===== config.mk =====
export PLATFORM = sky130hd
export DESIGN_NAME = regfile_writeback_flat
export DESIGN_NICKNAME = d
export VERILOG_FILES = /design/src/rtl/cpu_pkg.sv /design/src/rtl/regfile_writeback_if.sv /design/src/rtl/reg_scoreboard.sv /design/src/rtl/regfile_writeback.sv /design/src/flat_wrapper.sv
export SDC_FILE = /design/constraint.sdc
export NUM_CORES = 1
export LEC_CHECK = 0
export CAP_MARGIN = 20
export CORE_MARGIN = 2
export CORE_UTILIZATION = 43
export DETAILED_ROUTE_END_ITERATION = 16
export PLACE_DENSITY_LB_ADDON = 0.25
export SETUP_SLACK_MARGIN = 0.5
export SLEW_MARGIN = 15
export SYNTH_ARGS = -nofsm -noshare
export SYNTH_HDL_FRONTEND = slang
export SYNTH_SLANG_ARGS = --single-unit

===== constraint.sdc =====
create_clock -name clk -period 1.5 [get_ports clk]
set_input_delay 0.15 -clock clk [delete_from_list [all_inputs] [get_ports clk]]
set_output_delay 0.15 -clock clk [all_outputs]
set_load 0.005 [all_outputs]

===== src/rtl/cpu_pkg.sv =====
// Shared CPU definitions: datapath widths, ALU_OT result classes and flag bit positions.
// Used by the ALU, the decoder and the register-file writeback stage.
package cpu_pkg;

   localparam int DATA_W = 16;
   localparam int ADDR_W = 3;
   localparam int NREGS  = 8;
   localparam int CNT_W  = 16;

   localparam logic [1:0] OT_MOVE  = 2'b00;
   localparam logic [1:0] OT_ARITH = 2'b01;
   localparam logic [1:0] OT_LOGIC = 2'b10;
   localparam logic [1:0] OT_NOP   = 2'b11;

   localparam int FLG_ZA = 4;
   localparam int FLG_ZB = 3;
   localparam int FLG_EQ = 2;
   localparam int FLG_GT = 1;
   localparam int FLG_LT = 0;

   typedef struct packed {
      logic za;
      logic zb;
      logic eq;
      logic gt;
      logic lt;
   } alu_flags_t;

   // OT_NOP beats carry no architectural effect at all.
   function automatic logic is_commit(input logic valid, input logic [1:0] ot);
      return valid && (ot != OT_NOP);
   endfunction

endpackage


===== src/rtl/regfile_writeback_if.sv =====
// Issue, ALU writeback and operand-read bus between the pipeline and the register file.
// All signals are single-beat: a valid is acted on at the rising edge it is seen high.
interface regfile_writeback_if #(
   parameter int DATA_W = cpu_pkg::DATA_W,
   parameter int ADDR_W = cpu_pkg::ADDR_W
);

   logic              iss_valid;
   logic [ADDR_W-1:0] iss_addr;
   logic              iss_conflict;

   logic              wb_valid;
   logic [ADDR_W-1:0] wb_addr;
   logic [DATA_W-1:0] wb_data;
   logic [1:0]        wb_ot;
   logic [4:0]        wb_flags;

   logic [ADDR_W-1:0] rd1_addr;
   logic [ADDR_W-1:0] rd2_addr;
   logic [DATA_W-1:0] rd1_data;
   logic [DATA_W-1:0] rd2_data;
   logic              rd1_busy;
   logic              rd2_busy;

   // Handshake: an issue is taken when iss_valid is high and iss_conflict is low at the edge;
   // on conflict the decoder holds iss_valid/iss_addr and retries. Writeback has no back-pressure.
   modport master (
      output iss_valid, iss_addr,
      output wb_valid, wb_addr, wb_data, wb_ot, wb_flags,
      output rd1_addr, rd2_addr,
      input  iss_conflict, rd1_data, rd2_data, rd1_busy, rd2_busy
   );

   modport slave (
      input  iss_valid, iss_addr,
      input  wb_valid, wb_addr, wb_data, wb_ot, wb_flags,
      input  rd1_addr, rd2_addr,
      output iss_conflict, rd1_data, rd2_data, rd1_busy, rd2_busy
   );

endinterface


===== src/rtl/reg_scoreboard.sv =====
// Per-register pending-write tracker: busy vector, issue conflict detection and the
// sticky error for writebacks that arrive without a matching issue.
module reg_scoreboard #(
   parameter int NREGS  = cpu_pkg::NREGS,
   parameter int ADDR_W = cpu_pkg::ADDR_W
) (
   input  logic              clk,
   input  logic              rst_n,
   input  logic              iss_valid,
   input  logic [ADDR_W-1:0] iss_addr,
   input  logic              commit,
   input  logic [ADDR_W-1:0] wb_addr,
   output logic              iss_conflict,
   output logic [NREGS-1:0]  busy,
   output logic              wb_err
);

   logic             clear_hit;
   logic             accept;
   logic [NREGS-1:0] busy_nxt;

   // A register retiring this cycle is free for a new issue at the same edge.
   assign clear_hit    = commit && (wb_addr == iss_addr);
   assign iss_conflict = iss_valid && busy[iss_addr] && !clear_hit;
   assign accept       = iss_valid && !iss_conflict;

   always_comb begin
      busy_nxt = busy;
      if (commit) busy_nxt[wb_addr] = 1'b0;
      if (accept) busy_nxt[iss_addr] = 1'b1;
   end

   always_ff @(posedge clk or negedge rst_n) begin
      if (!rst_n) begin
         busy   <= '0;
         wb_err <= 1'b0;
      end else begin
         busy <= busy_nxt;
         if (commit && !busy[wb_addr]) wb_err <= 1'b1;
      end
   end

endmodule


===== src/rtl/regfile_writeback.sv =====
// ALU result consumer: commits results into an 8x16 register file and the status flags,
// and serves two bypassed operand read ports alongside the pending-write scoreboard.
module regfile_writeback #(
   parameter int DATA_W = cpu_pkg::DATA_W,
   parameter int NREGS  = cpu_pkg::NREGS,
   parameter int ADDR_W = cpu_pkg::ADDR_W,
   parameter int CNT_W  = cpu_pkg::CNT_W
) (
   input  logic               clk,
   input  logic               rst_n,
   regfile_writeback_if.slave bus,
   output logic [4:0]         flags_out,
   output logic               wb_err,
   output logic [CNT_W-1:0]   retired_cnt
);

   import cpu_pkg::*;

   logic              commit;
   logic [NREGS-1:0]  busy;
   logic [DATA_W-1:0] regs [NREGS];

   assign commit = is_commit(bus.wb_valid, bus.wb_ot);

   reg_scoreboard #(
      .NREGS  (NREGS),
      .ADDR_W (ADDR_W)
   ) u_scoreboard (
      .clk          (clk),
      .rst_n        (rst_n),
      .iss_valid    (bus.iss_valid),
      .iss_addr     (bus.iss_addr),
      .commit       (commit),
      .wb_addr      (bus.wb_addr),
      .iss_conflict (bus.iss_conflict),
      .busy         (busy),
      .wb_err       (wb_err)
   );

   always_ff @(posedge clk or negedge rst_n) begin
      if (!rst_n) begin
         for (int i = 0; i < NREGS; i++) regs[i] <= '0;
      end else if (commit) begin
         regs[bus.wb_addr] <= bus.wb_data;
      end
   end

   // Only logic-class results update the status flags; move/arith keep the old ones.
   always_ff @(posedge clk or negedge rst_n) begin
      if (!rst_n) begin
         flags_out   <= '0;
         retired_cnt <= '0;
      end else if (commit) begin
         retired_cnt <= retired_cnt + CNT_W'(1);
         if (bus.wb_ot == OT_LOGIC) flags_out <= bus.wb_flags;
      end
   end

   // Same-cycle writeback is forwarded and reported as no longer pending.
   always_comb begin
      bus.rd1_data = regs[bus.rd1_addr];
      bus.rd1_busy = busy[bus.rd1_addr];
      if (commit && (bus.rd1_addr == bus.wb_addr)) begin
         bus.rd1_data = bus.wb_data;
         bus.rd1_busy = 1'b0;
      end
      bus.rd2_data = regs[bus.rd2_addr];
      bus.rd2_busy = busy[bus.rd2_addr];
      if (commit && (bus.rd2_addr == bus.wb_addr)) begin
         bus.rd2_data = bus.wb_data;
         bus.rd2_busy = 1'b0;
      end
   end

endmodule


===== src/flat_wrapper.sv =====
// flat-port wrapper written by rule: the top's interface ports become plain ports
module regfile_writeback_flat import cpu_pkg::*;
#(
   parameter int DATA_W = cpu_pkg::DATA_W,
   parameter int NREGS  = cpu_pkg::NREGS,
   parameter int ADDR_W = cpu_pkg::ADDR_W,
   parameter int CNT_W  = cpu_pkg::CNT_W
)
  (clk, rst_n, flags_out, wb_err, retired_cnt, bus_iss_valid, bus_iss_addr, bus_wb_valid, bus_wb_addr, bus_wb_data, bus_wb_ot, bus_wb_flags, bus_rd1_addr, bus_rd2_addr, bus_iss_conflict, bus_rd1_data, bus_rd2_data, bus_rd1_busy, bus_rd2_busy);
  regfile_writeback_if #(.DATA_W(DATA_W), .ADDR_W(ADDR_W)) bus_i ();
  input  logic clk;
  input  logic rst_n;
  output logic [4:0] flags_out;
  output logic wb_err;
  output logic [CNT_W-1:0] retired_cnt;
  input wire logic [$bits(bus_i.iss_valid)-1:0] bus_iss_valid;
  input wire logic [$bits(bus_i.iss_addr)-1:0] bus_iss_addr;
  input wire logic [$bits(bus_i.wb_valid)-1:0] bus_wb_valid;
  input wire logic [$bits(bus_i.wb_addr)-1:0] bus_wb_addr;
  input wire logic [$bits(bus_i.wb_data)-1:0] bus_wb_data;
  input wire logic [$bits(bus_i.wb_ot)-1:0] bus_wb_ot;
  input wire logic [$bits(bus_i.wb_flags)-1:0] bus_wb_flags;
  input wire logic [$bits(bus_i.rd1_addr)-1:0] bus_rd1_addr;
  input wire logic [$bits(bus_i.rd2_addr)-1:0] bus_rd2_addr;
  output wire logic [$bits(bus_i.iss_conflict)-1:0] bus_iss_conflict;
  output wire logic [$bits(bus_i.rd1_data)-1:0] bus_rd1_data;
  output wire logic [$bits(bus_i.rd2_data)-1:0] bus_rd2_data;
  output wire logic [$bits(bus_i.rd1_busy)-1:0] bus_rd1_busy;
  output wire logic [$bits(bus_i.rd2_busy)-1:0] bus_rd2_busy;
  assign bus_i.iss_valid = bus_iss_valid;
  assign bus_i.iss_addr = bus_iss_addr;
  assign bus_i.wb_valid = bus_wb_valid;
  assign bus_i.wb_addr = bus_wb_addr;
  assign bus_i.wb_data = bus_wb_data;
  assign bus_i.wb_ot = bus_wb_ot;
  assign bus_i.wb_flags = bus_wb_flags;
  assign bus_i.rd1_addr = bus_rd1_addr;
  assign bus_i.rd2_addr = bus_rd2_addr;
  assign bus_iss_conflict = bus_i.iss_conflict;
  assign bus_rd1_data = bus_i.rd1_data;
  assign bus_rd2_data = bus_i.rd2_data;
  assign bus_rd1_busy = bus_i.rd1_busy;
  assign bus_rd2_busy = bus_i.rd2_busy;
  regfile_writeback #(.DATA_W(DATA_W), .NREGS(NREGS), .ADDR_W(ADDR_W), .CNT_W(CNT_W)) u_core (.clk(clk), .rst_n(rst_n), .bus(bus_i), .flags_out(flags_out), .wb_err(wb_err), .retired_cnt(retired_cnt));
endmodule

==> results.tsv, run 1 <==
metric	value	unit
number of top-level pins	96	
CP Launch Type	register	
failing checks	setup timing	
CP top delay family	multiplexers	
Post-synth top flop	dfrtp_1	
largest net degree at the start of global routing	45	
Distinct cells, synth	48	
CTS Buf Count	17	
H-tree depth	4	
max cap viols	0	
Syn Area/Cell	12.9	um^2
total track usage	27.3	%
synthesis-stage register bit count	158	
DP Area	11200	um^2
overall die area	21600	um^2
gr ovfl total	0	
synth-to-layout area growth	54.2	%
WL final	30500	um
Post-Synth XOR/XNOR Area	2.39	%
initial core utilization	43.7	%
worst-margin pin slew	0.490	ns
Netlist Area Pre-Place	8810	um^2
routability-driven placement congestion ratio	0.860	
vias in the first global route	7706	
layout cells sized above 1	61.5	%
Via density	5.77	
dpl ws	-0.991	ns
crit-path cells	mux4_2 -> mux2i_2 -> a21oi_2 -> buf_2	
Net Count, Synth	720	
largest family of logic cells by synthesized area	multiplexers	
Via Count	7174	
worst path bufs/invs	1	
top cell type's share of synthesized area	44.9	%
Fin Clk Skew	0.00822	ns
initial antenna violation count	0	
clk sink count	158	
Core Area	20200	um^2
Final period util	131	%
fin cells	1244	
clock buffer depth	2	
max incr delay on CP	0.51	ns
LEAKAGE	6.36	nW
first-pass GRT wire length	44400	um
WL/cell	24.5	um
1st-pass router iterations	6	
YS warnings	0	
final worst slack	-0.465	ns
Crit. End Element	output port	
worst skew pair latency	0.45	ns
leading area contributor after synthesis	dfrtp_1	
Setup violations, final	47	
CTS tree	built	
Arrival @ worst endpoint	1.82	ns
Final nets	1001	
Setup Crit Path Kind	reg -> out	
Power Total	16.8	mW
status	finished with violations	
final critical-path required period	1.97	ns
EDFF count, synth	0	
Crit-path slowest cell	mux4_2	
clock root cell	clkbuf_16	
Worst-path clk slew	0.06	ns
Post-DP HPWL	17000	um
setup TNS	-15.63	ns
drt drc	0	
DR iter-0 viols	455	
register area share after synthesis	44.9	%
worst vdd ir	0.837	mV
RSZ-0062 raised after global routing	yes	
ys async rst share	100	%
Hold Slack	0.221	ns
chip width	147	um
max_slew headroom	67.3	%
mux share of post-synthesis cell area	37.4	%
FP Rows	52	
Hold Vio Cnt, Final	0	
Routed Antenna Nets	0	
crit-path max FO	3	
top cells by area, synth	dfrtp_1 45%, mux4_2 18%, mux2_2 14%	
PD cells	1230	nW/um^2
Simple-Gate Fraction of Synth Area	7.86	%
FMAX	0.509	GHz
Finished Core Util	67.3	%
Synth Area in Adders	0.142	%
dpl cells	1103	
Slew Viols, Final	0	
HP Class	in -> async	
port buffer count	95	
Final Cell Area	13600	um^2
Ant. Diodes	0	
post-synthesis compound-gate area fraction	3.50	%
Mapped Cells	680	
Worst Path Required	1.35	ns
Die Y	147	um
routing by layer:
layer,track usage (%),vias to the layer above,routed length (um)
met4,11.6,0,1190
met1,33.5,3708,11800
li1,-,3072,-
met3,5.34,75,1920
met5,0,-,0
met2,47.3,319,15600
layout make-up:
| cell class | count | area, um^2 |
|---|---|---|
| Fill cell | 1341 | 6590 |
| Timing Repair Buffer | 326 | 3290 |
| Multi-Input combinational cell | 449 | 5360 |
| Clock buffer | 21 | 460 |
| Clock inverter | 11 | 140 |
| Sequential cell | 158 | 3960 |
| Tap cell | 270 | 338 |
| Inverter | 9 | 36.3 |
cells in the final DEF, fill, tap and decap left out, types with 12 or more instances in the layout:
cell               n
a21oi_1           20
a21oi_2           12
buf_12            33
buf_2             51
buf_4            128
buf_6             69
clkbuf_16         18
clkdlybuf4s50_1   22
dfrtp_1          156
mux2_2            19
mux2_4           100
mux2i_1           21
mux4_2            70
nand2_1           56
nor2_1            39
flip-flops by register name (all words and copies together) (netlist names):
register                    count
u_core.u_scoreboard.busy        8
u_core.regs                   128
u_core.u_scoreboard.wb_err      1
u_core.retired_cnt             16
u_core.flags_out                5
cell families after synthesis:
| family | count (synthesis) |
|---|---|
| AOI/OAI and AO/OA | 50 |
| DFF | 158 |
| muxes | 223 |
| and+or+nand+nor | 151 |
| adders and majority gates | 1 |
| buffers and inverters | 73 |
| xor gates and xnor gates | 24 |
path summary, 6_finish.rpt:
path / end / slack [ns] / start / cells after the start
max in group asynchronous: u_core.regs[105]$_DFFE_PN0P_ / 0.65 / rst_n / 3
hold / removal: u_core.regs[39]$_DFFE_PN0P_ / 0.22 / rst_n / 2
hold reg to reg: u_core.regs[89]$_DFFE_PN0P_ / 0.50 / u_core.regs[89]$_DFFE_PN0P_ / 2
setup reg to reg: u_core.u_scoreboard.busy[5]$_DFF_PN0_ / -0.46 / u_core.u_scoreboard.busy[6]$_DFF_PN0_ / 11
setup / recovery: bus_rd1_data[0] / -0.47 / u_core.regs[80]$_DFFE_PN0P_ / 4
min in group clk: u_core.retired_cnt[1]$_DFFE_PN0P_ / 0.27 / bus_wb_ot[0] / 6
where the power goes:
| part | total (mW) | switching (mW) | internal (mW) |
|---|---|---|---|
| logic | 6.14 | 2.23 | 3.91 |
| clock network | 4.49 | 1.80 | 2.69 |
| registers | 6.14 | 0.875 | 5.27 |
| total | 16.8 | 4.90 | 11.9 |
cell usage after synthesis (all sizes together) (2+ instances only):
cell type and number:
and3 6, o221ai 2, mux4 70, buf 27
a32oi 2, nor2 45, nor2b 4, a22oi 2
nand4 8, mux2i 34, a21oi 32, clkbuf 37
dfrtp 158, nor3 2, nand2 62, mux2 119
nand3 11, nor4 2, a31oi 2, o211ai 2
xnor2 19, inv 9, o31ai 3, nand2b 3
xor2 5
repair_timing:
| action | in CTS | in global routing |
|---|---|---|
| hold buffers | 1 | 0 |
| gates cloned | 8 | 1 |
| gates resized for setup | 434 | 92 |
| setup endpoints to repair | 214 | 185 |
| pin swaps | 72 | 46 |
| buffers inserted | 68 | 31 |
| hold endpoints to repair | 40 | 0 |
Power figures use the tool's default switching activity.
==> run 2: changes to the inputs <==
CTS_BUF_LIST = sky130_fd_sc_hd__clkbuf_8   (was default)
==> results.tsv, run 2 (synthesis gave the netlist of run 1 again) <==
metric	value	unit	change
overall die area	21600	um^2	unchanged
Setup violations, final	43		-8.5%
clk sink count	158		unchanged
vias in the first global route	7795		+1.2%
RSZ-0062 raised after global routing	yes		
Worst Path Required	1.35	ns	about the same
DP Area	11200	um^2	unchanged
WL/cell	24.9	um	+1.3%
H-tree depth	4		unchanged
max_slew headroom	67.5	%	+0.14 points
Via density	5.82		+0.97%
initial antenna violation count	0		unchanged
clock buffer depth	2		unchanged
failing checks	setup timing		
worst vdd ir	0.546	mV	-35%
FP Rows	52		unchanged
initial core utilization	43.7	%	unchanged
Final period util	140	%	+9.3 points
Post-DP HPWL	17000	um	unchanged
routability-driven placement congestion ratio	0.860		unchanged
CTS tree	built		
Fin Clk Skew	0.00777	ns	-0.000451 ns
status	finished with violations		
port buffer count	95		unchanged
total track usage	27.6	%	+0.24 points
Via Count	7319		+2.0%
# fillers	1332		-0.67%
final worst slack	-0.604	ns	-0.139 ns
layout cells sized above 1	61.6	%	+0.10 points
most frequent cells in the layout	157 x dfrtp_1, 128 x buf_4, 101 x mux2_4, 78 x buf_6, 70 x mux4_2		
number of top-level pins	96		unchanged
synth-to-layout area growth	54.4	%	
first-pass GRT wire length	44800	um	+1.0%
gr ovfl total	0		unchanged
final critical-path required period	2.10	ns	+0.139 ns
drt drc	0		unchanged
chip width	147	um	unchanged
Power Total	15.8	mW	-5.9%
Slew Viols, Final	0		unchanged
PD cells	1160	nW/um^2	-6.0%
worst-margin pin slew	0.488	ns	-0.00216 ns
worst skew pair latency	0.48	ns	+0.03 ns
crit-path max FO	3		unchanged
commonest non-fill, non-tap cell in the layout	dfrtp_1		
DR iter-0 viols	594		+31%
Final nets	1014		+1.3%
Hold Slack	0.183	ns	-0.0383 ns
HP Class	in -> async		
largest net degree at the start of global routing	45		unchanged
WL final	31300	um	+2.4%
Core Area	20200	um^2	unchanged
register bank with the most flops	u_core.regs		
max FFs per register	128		unchanged
CP Launch Type	register		
Hold Vio Cnt, Final	0		unchanged
Arrival @ worst endpoint	1.95	ns	+0.13 ns
Final Cell Area	13600	um^2	+0.11%
Ant. Diodes	0		unchanged
Crit. End Element	output port		
FMAX	0.475	GHz	-6.6%
Die Y	147	um	unchanged
Routed Antenna Nets	0		unchanged
1st-pass router iterations	5		-1
max cap viols	0		unchanged
clock root cell	clkbuf_8		
LEAKAGE	6.40	nW	+0.61%
Top Registers	u_core.regs x128, u_core.retired_cnt x16, u_core.u_scoreboard.busy x8		
Setup Crit Path Kind	reg -> out		
CTS Buf Count	17		unchanged
Worst-path clk slew	0.09	ns	+0.03 ns
run 2: cell count changes in the layout (fill, tap and decap cells not counted), sizes merged:
cell,before,now
inv,9,11
clkdlybuf4s15,1,0
buf,293,304
dlygate4sd2,5,6
clkbuf,23,22
clkdlybuf4s50,22,23
run 2: timing repair:
action	4_1_cts	5_1_grt
hold buffers	1	0
resized for setup	451	83
buffers inserted	79	31
endpoints found under the setup margin	207	196
pin swaps	83	47
hold endpoints to repair	67	0
gates cloned	9	2
run 2: power breakdown:
group | internal (mW) | switching [mW] | leakage [nW]
Combinational | 4.01 | 2.27 | 4.27
Sequential | 5.25 | 0.874 | 1.93
Clock | 1.71 | 1.67 | 0.206
run 2: path summary, 6_finish.rpt:
check	startpoint	endpoint	slack (ns)	cells past startpoint
worst max-delay path	u_core.regs[78]$_DFFE_PN0P_	bus_rd1_data[14]	-0.60	4
worst min-delay path	rst_n	u_core.regs[39]$_DFFE_PN0P_	0.18	2
worst max register to register	u_core.u_scoreboard.busy[6]$_DFF_PN0_	u_core.u_scoreboard.busy[5]$_DFF_PN0_	-0.50	11
worst min register to register	u_core.regs[89]$_DFFE_PN0P_	u_core.regs[89]$_DFFE_PN0P_	0.51	2
max in group asynchronous	rst_n	u_core.regs[105]$_DFFE_PN0P_	0.69	3
min in group clk	bus_wb_ot[0]	u_core.flags_out[4]$_DFFE_PN0P_	0.19	3
run 2: per-layer routing:
| layer | vias up | share of wire (%) | GRT usage, % |
|---|---|---|---|
| met5 | - | 0 | 0 |
| met4 | 0 | 3.9 | 11.7 |
| met3 | 78 | 5.8 | 4.81 |
| met2 | 313 | 51 | 47.1 |
| met1 | 3838 | 39 | 34.8 |
| li1 | 3090 | - | - |
run 2: layout make-up:
type | count | area (um^2) | share of cell area (%)
Multi-Input combinational cell | 449 | 5380 | 39.6
Sequential cell | 158 | 3960 | 29.1
Timing Repair Buffer | 339 | 3480 | 25.6
Tap cell | 270 | 338 | 2.48
Clock buffer | 19 | 262 | 1.92
Clock inverter | 13 | 148 | 1.09
Inverter | 9 | 36.3 | 0.267
run 2: critical path, stage by stage, from the launching register on:
cell and delay [ns]:
dfrtp_1 0.42, mux4_2 0.51, mux2i_1 0.27, a21oi_1 0.13, buf_2 0.15
run 2: per-stage QoR:
| step | setup TNS [ns] | instances | utilization [%] | setup WS, ns |
|---|---|---|---|---|
| floorplan | -1.03 | 680 | - | -0.0635 |
| finish | -17.48 | 1257 | 67.4 | -0.604 |
| CTS | -16.28 | 1224 | 64.1 | -0.543 |
| global placement | -97.23 | 1103 | 55.3 | -0.960 |
| detailed placement | -101.97 | 1103 | 55.3 | -0.991 |
| global route | -20.33 | 1257 | 67.4 | -0.622 |
==> patch 1, RTL diff (settings of run 1) <==
Change the package constant `DATA_W` from 16 to 24.
--- a/src/rtl/cpu_pkg.sv
+++ b/src/rtl/cpu_pkg.sv
@@ -4,3 +4,3 @@
 
-   localparam int DATA_W = 16;
+   localparam int DATA_W = 24;
    localparam int ADDR_W = 3;
Ports: changed (resized bus_rd1_data, bus_rd2_data and bus_wb_data); port bits go from 96 to 120. No check against the original RTL was run, so the function may have changed too.
==> patch 1 against run 1 <==
- the flow still finishes with violations (negative setup slack)
- final cell count is 38% higher
- final area is 42% higher
- sequential cell count is 64 higher
- total power is 49% higher
- highest routed layer is now met5
- register-to-register slack better by 0.39 ns
- first-iteration DRC count is 31% higher
- worst setup slack worse by 0.20 ns
- count of clock-buffer cells in the layout is 15 higher
- routed wire length is 26% higher
- critical endpoint is now bus_rd1_data[14]
- non-clock buffer count is 163 higher
- critical path depth is 2 higher
- synthesized area is 41% higher
==> patch 1: results (changes against run 1) <==
leakage: 8.96 nW (was 6.36 nW)
worst setup margin: -0.663 ns (was -0.465 ns)
Synth top cells by count: 222 x dfrtp_1, 177 x mux2_2, 100 x mux4_2, 57 x nor2_1, 52 x mux2i_1 (was 158 x dfrtp_1, 109 x mux2_2, 70 x mux4_2, 62 x nand2_1, 44 x nor2_1)
Hold Slack: 0.0480 ns (was 0.221 ns)
drt first-iter violations: 595 (was 455)
Reg-to-Reg End: u_core.u_scoreboard.busy[2] (was u_core.u_scoreboard.busy[5])
Sum Neg Setup Slack: -25.84 ns (was -15.63 ns)
post-route insts no fill: 1,712 (was 1,244)
Clk Latency, worst-skew pair: 0.53 ns (was 0.45 ns)
end point of the critical path: bus_rd1_data[14] (was bus_rd1_data[0])
layout cells sized above 1: 66.3% (was 61.5%)
proportion of power drawn by combinational gates: 37.6% (was 36.6%)
Worst-Margin Slew: 0.435 ns (was 0.490 ns)
Placement Setup Slack: -0.779 ns (was -0.991 ns)
worst r2r path cells: 6 (was 11)
slowest stage delay, CP: 0.45 ns (was 0.51 ns)
wire length on met1: 16,800 um (was 11,800 um)
flop-to-flop setup slack: -0.07 ns (was -0.46 ns)
number of setup violations in the final report: 55 (was 47)
xor-xnor portion of the synthesized cell area: 1.69% (was 2.39%)
Clk. pwr: 0.00708 W (was 0.00449 W)
Pre-Repair DR Iteration Count: 4 (was 6)
M3 GR Usage: 2.69% (was 5.34%)
Synth cell types: 50 (was 48)
status: finished, violations left (unchanged)
fin nets: 1,358 (was 1,001)
GR met2 Demand/Resource: 42.4% (was 47.3%)
CP max FO: 2 (was 3)
synth top area cells: dfrtp_1 45%, mux4_2 18%, mux2_2 16% (was dfrtp_1 45%, mux4_2 18%, mux2_2 14%)
sequential fraction of the synthesis area: 44.6% (was 44.9%)
GRT met1 Usage: 35.0% (was 33.5%)
Inserted Clock Buffers: 26 (was 17)
largest net degree at the start of global routing: 50 (was 45)
Post-Synth Adder-Cell Area: 0.100% (was 0.142%)
top sig layer: met5 (was met4)
post-cts sizing count: 474 (was 434)
PortBufs: 119 (was 95)
Filler cells: 1,905 (was 1,341)
FF-to-FF Start: u_core.u_scoreboard.busy[3] (was u_core.u_scoreboard.busy[6])
largest registers: u_core.regs x192, u_core.retired_cnt x16, u_core.u_scoreboard.busy x8 (was u_core.regs x128, u_core.retired_cnt x16, u_core.u_scoreboard.busy x8)
complex-gate fraction of the synthesized area: 3.46% (was 3.50%)
metal3 WL: 1340 um (was 1920 um)
CTS Buffer Depth: 3 (was 2)
buffers inserted by post-CTS timing repair: 112 (was 68)
Synthesized Nets: 931 (was 720)
wire length per cell: 22.5 um (was 24.5 um)
skew final: 0.00690 ns (was 0.00822 ns)
met2 wire len: 19,200 um (was 15,600 um)
failing checks: negative setup slack (unchanged)
P_comb: 0.00944 W (was 0.00614 W)
## patch 1: changes by cell type in the layout (fill, tap and decap cells not counted), moves of 13 or more
cell,run 1,this run
buf_4,128,203
mux2_4,100,146
mux2_2,19,54
nor2_1,39,53
nand2_1,56,7
a21oi_1,20,33
buf_6,69,114
mux4_2,70,100
dfrtp_1,156,222
buf_2,51,66
buf_12,33,58
## patch 1: worst max-delay path: cells and delay by family, from the launching register on
family          cells  cell delay [ns]
compound gates      1             0.10
buf+inv             3             0.39
flops               1             0.40
mux                 2             0.59
## patch 1: logic make-up after synthesis
logic type	count (synthesis)
mux	352
flops	222
simple gates	112
buf+inv	99
compound gates	73
xor+xnor	24
fa+ha+maj	1
## patch 1: final cells by class
cell class | count | area, sq um | area share, %
tap | 384 | 480 | 2.50
multi-input combinational | 562 | 7280 | 37.9
sequential | 222 | 5560 | 28.9
timing repair buffer | 489 | 4930 | 25.6
inverter | 9 | 36.3 | 0.189
clock buffer | 36 | 769 | 4.00
clock inverter | 10 | 180 | 0.937
==> patch 2, RTL diff (config.mk and constraints of run 1) <==
Made on the original files. Register the output `retired_cnt` once more, without a reset; this adds one clock of latency there. The other outputs are not delayed to match.
--- a/src/rtl/regfile_writeback.sv
+++ b/src/rtl/regfile_writeback.sv
@@ -17,2 +17,4 @@
    import cpu_pkg::*;
+
+   logic [CNT_W-1:0] retired_cnt_s0;
 
@@ -51,5 +53,5 @@
          flags_out   <= '0;
-         retired_cnt <= '0;
+         retired_cnt_s0 <= '0;
       end else if (commit) begin
-         retired_cnt <= retired_cnt + CNT_W'(1);
+         retired_cnt_s0 <= retired_cnt_s0 + CNT_W'(1);
          if (bus.wb_ot == OT_LOGIC) flags_out <= bus.wb_flags;
@@ -74,2 +76,6 @@
 
+   always_ff @(posedge clk) begin
+      retired_cnt <= retired_cnt_s0;
+   end
+
 endmodule
Formal check against the unedited RTL: not equivalent (a bounded check fails within 4 cycles, from zero or initial values and one cycle with rst_n low).
==> patch 2 against run 1 <==
- the run still ends with negative setup slack left
- final area rose by 1.6%
- synthesized area rose by 3.6%
- via count rose by 0.36%
- sequential cell count rose by 16
- routed wire length fell by 3.7%
- total power rose by 1.4%
- worst setup slack got worse by 0.059 ns
- maximum frequency fell by 2.9%
- largest cell class unchanged
==> patch 2: results (changes against run 1) <==
status: finished, violations left (unchanged)
failing checks: negative setup slack (unchanged)
Area after DPL: 11,300 sq um (was 11,200 sq um)
placed cell count: 1,116 (was 1,103)
slew margin rel.: 78.4% (was 67.3%)
maximum vdd drop: 934 uV (was 837 uV)
number of setup violations in the final report: 43 (was 47)
leakage: 6.48 nW (was 6.36 nW)
clock-pin slew on the worst setup and hold paths: 0.08 ns (was 0.06 ns)
wire length per cell: 23.2 um (was 24.5 um)
internal power: 0.0118 W (was 0.0119 W)
complex-gate fraction of the synthesized area: 3.37% (was 3.50%)
Worst Path Arrival: 1.87 ns (was 1.82 ns)
detailed-route via count: 7,200 (was 7,174)
vias in the first global route: 7,773 (was 7,706)
Placer Congestion: 0.799 (was 0.860)
CP max FO: 2 (was 3)
sequential fraction of the synthesis area: 46.8% (was 44.9%)
Mapped Cells: 696 (was 680)
DP Wirelength: 16,600 um (was 17,000 um)
Pre-Repair DR Iteration Count: 5 (was 6)
Synth cell types: 49 (was 48)
Sum Neg Setup Slack: -15.61 ns (was -15.63 ns)
worst setup margin: -0.524 ns (was -0.465 ns)
global-route wire length before repair: 43,200 um (was 44,400 um)
fin nets: 1,020 (was 1,001)
skew final: 0.00950 ns (was 0.00822 ns)
layout cells sized above 1: 61.9% (was 61.5%)
Routed WL: 29,400 um (was 30,500 um)
xor-xnor portion of the synthesized cell area: 2.30% (was 2.39%)
Placement Setup Slack: -0.911 ns (was -0.991 ns)
Synthesized Nets: 736 (was 720)
post-synthesis mux area share: 36.1% (was 37.4%)
async set-or-reset flop fraction in the synthesized netlist: 90.8% (was 100%)
largest net degree at the start of global routing: 57 (was 45)
## patch 2: changes by cell type after synthesis, sizes merged
cell / change
dfxtp: +16
## patch 2: timing repair
item,in CTS,in global routing
gates resized for setup,426,122
pin swaps,52,53
hold endpoints to repair,158,0
setup buffers,85,26
endpoints found under the setup margin,214,199
gates cloned,6,2
hold buffers,1,0
## patch 2: power by group through the flow
stage / clock network (W) / logic, W / registers (W)
2_1_floorplan: 0 / 0.00270 / 0.00640
3_3_place_gp: 0 / 0.00435 / 0.00653
3_5_place_dp: 0 / 0.00450 / 0.00665
4_1_cts: 0.00445 / 0.00528 / 0.00652
5_1_grt: 0.00468 / 0.00627 / 0.00675
6_report: 0.00443 / 0.00593 / 0.00665
## patch 2: path summary, 6_finish.rpt
kind | start | to | slack, ns | cells after the start
max in group asynchronous | rst_n | u_core.regs[81] | 0.71 | 3
min in group clk | bus_wb_flags[1] | u_core.flags_out[1] | 0.33 | 2
min | rst_n | u_core.regs[29] | 0.15 | 2
min reg2reg | u_core.retired_cnt_s0[15] | u_core.retired_cnt[15] | 0.41 | 0
max reg2reg | u_core.u_scoreboard.busy[3] | u_core.u_scoreboard.busy[7] | -0.22 | 7
max | u_core.regs[23] | bus_rd2_data[7] | -0.52 | 5
## patch 2: cell type report
class / count / area (sq um)
clock buffers: 18 / 439
flip-flops and latches: 174 / 4280
inverters: 9 / 36.3
repair buffers: 329 / 3180
clock inverters: 14 / 140
fillers: 1465 / 7150
well taps: 275 / 344
multi-input cells: 449 / 5390
## patch 2: layer usage
metal	vias up	share of wire, %	track usage [%]
li1	3125	-	-
met1	3755	40	31.6
met2	245	52	44.4
met3	75	4.2	4.30
met4	0	3.5	11.7
met5	-	0	0
